--- src/rtl/pipelined_adder_pkg.sv ---
// Shared definitions for the fetch-path PC / branch-target adder.
package pipelined_adder_pkg;

  localparam int XLEN      = 32;
  localparam int PC_STEP   = 4;
  localparam int PC_STEP_C = 2;

  typedef enum logic [1:0] {
    ADD      = 2'b00,
    ADD_INC  = 2'b01,
    SUB      = 2'b10,
    ADD_INC2 = 2'b11
  } mode_e;

endpackage

--- src/rtl/pipe_stage_ctl.sv ---
// Valid bit and load control for one pipeline stage; combinational load, no added latency.
// A stage loads when empty or when its contents leave this cycle, so bubbles collapse.
module pipe_stage_ctl (
  input  logic clk,
  input  logic rst_n,
  input  logic i_up_vld,
  input  logic i_down_ld,
  output logic o_vld,
  output logic o_load
);

  logic r_vld;

  assign o_load = !r_vld || i_down_ld;
  assign o_vld  = r_vld;

  // Loading with an invalid predecessor empties the stage once its data has left.
  always_ff @(posedge clk or negedge rst_n) begin
    if (!rst_n) begin
      r_vld <= 1'b0;
    end else if (o_load) begin
      r_vld <= i_up_vld;
    end
  end

endmodule

--- src/rtl/pipelined_adder.sv ---
// Two-stage multi-mode adder (add / +INC / sub / +INC2) with carry, overflow, zero flags.
// Latency 2, throughput 1; valid/ready both sides, in_ready drops only when both stages are full and stalled.
module pipelined_adder
  import pipelined_adder_pkg::*;
#(
  parameter int WIDTH = XLEN,
  parameter int LO_W  = WIDTH / 2,
  parameter int INC   = PC_STEP,
  parameter int INC2  = PC_STEP_C
) (
  input  logic             clk,
  input  logic             rst_n,
  input  logic             in_valid,
  output logic             in_ready,
  input  logic [WIDTH-1:0] in1,
  input  logic [WIDTH-1:0] in2,
  input  logic [1:0]       sel,
  output logic             out_valid,
  input  logic             out_ready,
  output logic [WIDTH-1:0] out,
  output logic             carry,
  output logic             ovf,
  output logic             zero
);

  localparam int HI_W = WIDTH - LO_W;

  logic             w_s1_vld;
  logic             w_s1_ld;
  logic             w_s2_vld;
  logic             w_s2_ld;
  logic [WIDTH-1:0] w_b;
  logic             w_cin;
  logic [LO_W:0]    w_lo_sum;
  logic [HI_W:0]    w_hi_sum;
  logic [WIDTH-1:0] w_res;
  logic             w_ovf;

  logic [LO_W-1:0]  r_sum_lo;
  logic             r_c_lo;
  logic [HI_W-1:0]  r_a_hi;
  logic [HI_W-1:0]  r_b_hi;
  logic             r_a_msb;
  logic             r_b_msb;
  logic [WIDTH-1:0] r_out;
  logic             r_carry;
  logic             r_ovf;
  logic             r_zero;

  pipe_stage_ctl u_s2 (
    .clk       (clk),
    .rst_n     (rst_n),
    .i_up_vld  (w_s1_vld),
    .i_down_ld (out_ready),
    .o_vld     (w_s2_vld),
    .o_load    (w_s2_ld)
  );

  pipe_stage_ctl u_s1 (
    .clk       (clk),
    .rst_n     (rst_n),
    .i_up_vld  (in_valid),
    .i_down_ld (w_s2_ld),
    .o_vld     (w_s1_vld),
    .o_load    (w_s1_ld)
  );

  assign in_ready  = w_s1_ld;
  assign out_valid = w_s2_vld;

  // Subtraction is A + ~B + 1 so one carry chain serves every mode.
  always_comb begin
    w_b   = in2;
    w_cin = 1'b0;
    case (mode_e'(sel))
      ADD:      w_b = in2;
      ADD_INC:  w_b = WIDTH'(INC);
      SUB: begin
        w_b   = ~in2;
        w_cin = 1'b1;
      end
      ADD_INC2: w_b = WIDTH'(INC2);
      default:  w_b = in2;
    endcase
  end

  assign w_lo_sum = {1'b0, in1[LO_W-1:0]} + {1'b0, w_b[LO_W-1:0]} + {{LO_W{1'b0}}, w_cin};

  always_ff @(posedge clk or negedge rst_n) begin
    if (!rst_n) begin
      r_sum_lo <= '0;
      r_c_lo   <= 1'b0;
      r_a_hi   <= '0;
      r_b_hi   <= '0;
      r_a_msb  <= 1'b0;
      r_b_msb  <= 1'b0;
    end else if (w_s1_ld && in_valid) begin
      r_sum_lo <= w_lo_sum[LO_W-1:0];
      r_c_lo   <= w_lo_sum[LO_W];
      r_a_hi   <= in1[WIDTH-1:LO_W];
      r_b_hi   <= w_b[WIDTH-1:LO_W];
      r_a_msb  <= in1[WIDTH-1];
      r_b_msb  <= w_b[WIDTH-1];
    end
  end

  assign w_hi_sum = {1'b0, r_a_hi} + {1'b0, r_b_hi} + {{HI_W{1'b0}}, r_c_lo};
  assign w_res    = {w_hi_sum[HI_W-1:0], r_sum_lo};
  assign w_ovf    = (r_a_msb == r_b_msb) && (w_res[WIDTH-1] != r_a_msb);

  always_ff @(posedge clk or negedge rst_n) begin
    if (!rst_n) begin
      r_out   <= '0;
      r_carry <= 1'b0;
      r_ovf   <= 1'b0;
      r_zero  <= 1'b0;
    end else if (w_s2_ld && w_s1_vld) begin
      r_out   <= w_res;
      r_carry <= w_hi_sum[HI_W];
      r_ovf   <= w_ovf;
      r_zero  <= (w_res == '0);
    end
  end

  assign out   = r_out;
  assign carry = r_carry;
  assign ovf   = r_ovf;
  assign zero  = r_zero;

endmodule

--- config.mk ---
export PLATFORM = sky130hd
export DESIGN_NAME = pipelined_adder
export DESIGN_NICKNAME = d
export VERILOG_FILES = /design/src/rtl/pipelined_adder_pkg.sv /design/src/rtl/pipe_stage_ctl.sv /design/src/rtl/pipelined_adder.sv
export SDC_FILE = /design/constraint.sdc
export NUM_CORES = 1
export LEC_CHECK = 0
export ABC_AREA = 1
export CAP_MARGIN = 20
export CORE_ASPECT_RATIO = 2
export CORE_UTILIZATION = 35
export CTS_CLUSTER_SIZE = 10
export DETAILED_ROUTE_END_ITERATION = 12
export GPL_TIMING_DRIVEN = 0
export SLEW_MARGIN = 25
export SYNTH_ARGS = -nofsm -noshare
export SYNTH_HDL_FRONTEND = slang
export SYNTH_SLANG_ARGS = --single-unit
--- constraint.sdc ---
create_clock -name clk -period 2.6 [get_ports clk]
set_input_delay 0.52 -clock clk [delete_from_list [all_inputs] [get_ports clk]]
set_output_delay 0.52 -clock clk [all_outputs]
set_load 0.03 [all_outputs]
After elaboration in Yosys (flattened, before gate mapping)
Cells that the tools add are included.

Bits in registers: 88. Input bits: 70. Output and inout port bits: 37.

Add/subtract/negate cells: 4. Equal/unequal tests: 5. Muxes and demuxes: 2. Bitwise gates (word level): 1. Reductions and logical operators: 9.

Operator list (number): 32-bit case mux with 4 select lines (1); 16-bit by 16-bit adder with 17-bit output (2); 17-bit by 1-bit adder with 17-bit output (2); 32-bit logical NOT (1); 32-bit NOT (1); 2-bit == test (second input constant) (2); 1-bit logical AND (3); 2-bit by 1-bit == test with 1-bit output (second input constant) (1); 1-bit logical NOT (2); 2-bit logical NOT (1); 1-bit logical OR (2); 1-bit == test (1); 1-bit 2-to-1 mux (1); 1-bit != test (1).

Depth between registers and ports, before layout
Depth after elaboration: 4. Mapped depth: 16.

Cells and area by module
A second synthesis with hierarchy kept.

Cell total of the unflattened synthesis: 736. Area total of the unflattened synthesis: 5381.4 µm².

Modules (own cells, without submodules): pipelined_adder (times used 1, cells an instance 726, area an instance 5291.3 µm², seq. area each 2102.0 µm²); pipe_stage_ctl (times used 2, cells an instance 5, area an instance 45.0 µm², seq. area each 25.0 µm²).

Worst setup path before layout
Ideal clock, no wire load.

Path kind: input -> register. From: input sel[1]. To: register r_sum_lo[12]. Setup time: 0.117 ns. Data arrival time: 2.503 ns. Required time: 2.483 ns. Slack: -0.021 ns. Stages on the path: 16. Buffers on the path: 2. Path through: buf_4 buf_2 xnor2_1 nor2_1 fa_1 inv_1 fa_1 nand3b_1 nand2_1 a21oi_2 o21bai_2 nand2_1 nand2_1 nand2_1 nand3_1 nand2_1.

Longest elaborated chain between the ends: 4. Elaborated cells on any way between the ends: 8.

RTL lines: start: declaration (RTL line pipelined_adder.sv:17) `input logic [1:0] sel,`; 2-bit == test, or another cell as far along (RTL line pipelined_adder.sv:75) `case (mode_e'(sel))`; 32-bit case mux with 4 select lines (RTL line pipelined_adder.sv:75); 16-bit by 16-bit adder with 17-bit output (RTL line pipelined_adder.sv:87) `assign w_lo_sum = {1'b0, in1[LO_W-1:0]} + {1'b0, w_b[LO_W-1:0]} + {{LO_W{1'b0}}, w_cin};`; 17-bit by 1-bit adder with 17-bit output (*) (RTL line pipelined_adder.sv:87); end signal: assignment (RTL line pipelined_adder.sv:98) `r_sum_lo <= w_lo_sum[LO_W-1:0];`; end: declaration (RTL line pipelined_adder.sv:39) `logic [LO_W-1:0] r_sum_lo;`.

Every way passes the cells marked *; elsewhere a longest branch is shown, timed or not. A chain may end at the register's enable or synchronous reset.

Final worst setup path
From: input in2[0]. To: register r_sum_lo[6].

Longest elaborated chain between the ends: 4.

RTL lines: start: declaration (RTL line pipelined_adder.sv:16) `input logic [WIDTH-1:0] in2,`; 32-bit NOT (RTL line pipelined_adder.sv:79) `w_b = ~in2;`; 32-bit case mux with 4 select lines (*) (RTL line pipelined_adder.sv:75); 16-bit by 16-bit adder with 17-bit output (*) (RTL line pipelined_adder.sv:87); 17-bit by 1-bit adder with 17-bit output (*) (RTL line pipelined_adder.sv:87).

Marked as above.

==> flow_summary_export.csv <==
group,metric,value,unit
run_status,run_status,"completed",
hold_path,hp-class,"primary input to asynchronous set/reset pin",
timing,clock_skew,10.0,ps
worst_setup_path,worstSetupPathType,"primary input to flip-flop",
global_route,grt_pass1_wl,23.9,mm
routing,wl,14.9,mm
finish,drive_above_1_share,0.0649,
floorplan,dieArea,0.0160,mm^2
floorplan,rows,63,
timing,finalHoldViolations,0,
power_and_ir_drop,seqPwrFrac,0.343,
finish,areaGrowthSynthToFinish,31.5,%
finish,antennaDiodeCount,0,
global_route,antenna_found_initial,0,
power_and_ir_drop,p_comb_frac,0.427,
power_and_ir_drop,switching_share,0.394,
synth,synth-seq-area-share,0.399,
worst_setup_path,required,2810,ps
power_and_ir_drop,power,0.00564,W
timing,tightest_slew,603,ps
global_route,gr-total-overflow,0,
timing,maxSlewViolCount,0,
synth,syn_inst,754,
timing,rsz0062_at_grt,"yes",
floorplan,ios,107,
timing,layout_min_cycle_time,2530,ps
power_and_ir_drop,power_leakage,3.60,nW
synth,netlist_area,0.00540,mm^2
place,place.gp.congestion,0.908,
global_route,grt_max_degree,65,
timing,min_period_over_period,0.972,
synth,yosysWarnings,0,
cts,cts_buffers,9,
floorplan,die_h,178,um
synth,avgSynthCellArea,7.16,um^2
synth,synth_edf_count,0,
floorplan,fp.dieW,89.8,um
timing,timing.final.setup_violations,0,
cts,cts_tree,"done",
timing,slew_headroom,0.598,
synth,synthArstFlopShare,1.00,
routing,drt_iter0_drc,192,
routing,drc,0,
timing,setup_slack,73.8,ps
timing,max_freq,0.396,GHz
worst_setup_path,path_max_fanout,4,
power_and_ir_drop,clkPwrFrac,0.230,
cts,clock-sinks,86,
power_and_ir_drop,powerDensity,794,mW/mm^2
floorplan,start_util,0.360,
cts,path_clk_slew,70,ps
cts,hold_buffers,0,
worst_setup_path,cp.arrival,2730,ps
worst_setup_path,cp-start-kind,"primary input",
global_route,grt_use_total,0.195,
routing,wl_per_cell,13.9,um
finish,multiInputGateArea,0.00292,mm^2
place,dp_hpwl,12.3,mm
routing,via_count,5004,
routing,postRouteAntennaNets,0,
floorplan,core,0.0150,mm^2
finish,seqCellArea,0.00215,mm^2
synth,yosys.cell_types.count,33,
synth,yosys.area.top_type,"dfrtp_1",
cts,clockBufferDepth,2,
power_and_ir_drop,p_int,0.00342,W
place,pre_cts_ws,-457,ps
run,cap_violations,0,
routing,vias_per_cell,4.66,
cts,cts_root_buffer,"clkbuf_16",
finish,n_fill_cell,1523,
global_route,grt_pass1_vias,4955,
place,port_buffers,104,
synth,yosys-top-cells-area,"dfrtp_1, nand2_1, ha_1, inv_1, o21ai_0",
synth,syn_nets,858,
synth,synth_ff_type,"dfrtp_1",
finish,final_util,0.474,
synth,netlist.area_leader.share,0.399,
cts,htreeDepth,3,
synth,synth_seq_cells,86,
routing,dr.pass1.iters,4,
power_and_ir_drop,ir_worst_vdd,476,uV
worst_setup_path,cp-end-kind,"flip-flop",
cts,clock_latency,340,ps
finish,nets,978,
power_and_ir_drop,p_switching,0.00222,W
==> worst max-delay path: stages <==
cell and delay, ps:
clkdlybuf4s50_1 480, xnor2_1 130, nor2_2 80, fa_2 400, inv_2 70, fa_2 190
nand3b_1 120, nand2_2 90, a21oi_4 260, buf_4 160, xor2_1 150, o21ai_0 90
==> cells by family (layout without fill, tap and decap cells) <==
group           after synthesis  after routing  share of synthesized area
xor+xnor                     25             25                     0.0406
simple gates                421            421                      0.314
fa+ha+maj                    34             34                     0.0844
flops                        86             86                      0.399
compound gates               92             92                     0.0920
buf+inv                      96            220                     0.0702
==> stage by stage <==
| stage | instance area, um^2 | hold slack, ps | cells | setup TNS (ps) |
|---|---|---|---|---|
| after floorplan | 5400 | 224 | 754 | 0 |
| after global placement | 6690 | 463 | 1053 | -188760 |
| after detailed placement | 6720 | 387 | 1054 | -2480 |
| after CTS | 7020 | 19.9 | 1070 | -38.4 |
| after global routing | 7100 | 30.1 | 1073 | -127 |
| final | 7100 | 22.7 | 1073 | 0 |
==> layer usage <==
metal  up-vias  routed length, um  GRT usage
li1       2622                  -          -
met2        80               8870      0.409
met4         0                288     0.0786
met3        13                302     0.0236
met5         -                  0          0
met1      2289               5420      0.184
==> timing repair <==
item | CTS | global route
endpoints found under the hold margin | 0 | 0
setup buffers | 1 | 3
endpoints found under the setup margin | 4 | 5
pin swaps | 1 | 7
resized for setup | 2 | 18
==> cells in the final DEF, fill, tap and decap left out, types with 9 or more instances in the layout <==
master,instances
o21ai_0,51
clkbuf_16,9
xnor2_1,22
nor2_1,46
ha_1,30
a21oi_1,20
clkdlybuf4s50_1,103
nand2_2,10
clkbuf_1,14
dfrtp_1,86
inv_1,70
nand2_1,312
nand3_1,28
==> flip-flops by register name, indices dropped and copies added (netlist names) <==
| name | count |
|---|---|
| r_b_hi | 16 |
| r_c_lo | 1 |
| zero | 1 |
| out | 32 |
| u_s2.o_vld | 1 |
| carry | 1 |
| ovf | 1 |
| r_a_hi | 16 |
| u_s1.o_vld | 1 |
| r_sum_lo | 16 |
==> synthesized netlist by cell type (2+ instances only) <==
cell type,instances
nand2_1,316
dfrtp_1,86
inv_1,72
o21ai_0,53
nor2_1,48
ha_1,30
nand3_1,30
xnor2_1,22
a21oi_1,21
clkbuf_1,14
nand3b_1,7
a31oi_1,6
buf_2,6
nand2_2,6
nand4_1,5
fa_1,4
nor3_1,4
o21ai_1,3
o21bai_1,3
xor2_1,3
a21oi_2,2
nor2_2,2
==> final cells by class <==
cell class              instances  share of cell area
well taps                     195              0.0344
flip-flops and latches         86               0.303
plain buffers                  23              0.0153
clock inverters                 4             0.00775
clock buffers                  11              0.0342
multi-input cells             572               0.412
inverters                      73              0.0386
repair buffers                109               0.155
==> final timing paths <==
path	start	slack [ps]	depth (start not counted)	endpoint
min	rst_n	20	1	out[2]
max reg2reg	r_c_lo	230	13	zero
min in group clk	out[3]	480	2	out[3]
max	in2[0]	70	12	r_sum_lo[6]
min reg2reg	out[3]	480	2	out[3]
max in group asynchronous	rst_n	1990	2	r_b_hi[4]
==> power by group through the flow <==
| stage | sequential [W] | clock (W) | combinational, W |
|---|---|---|---|
| after floorplan | 0.00233 | 0 | 0.00102 |
| after global placement | 0.00196 | 0 | 0.00238 |
| after detailed placement | 0.00196 | 0 | 0.00240 |
| after CTS | 0.00194 | 0.00132 | 0.00241 |
| after global routing | 0.00198 | 0.00137 | 0.00264 |
| final | 0.00193 | 0.00130 | 0.00240 |
Note: power is estimated with default switching activity, not from simulation.
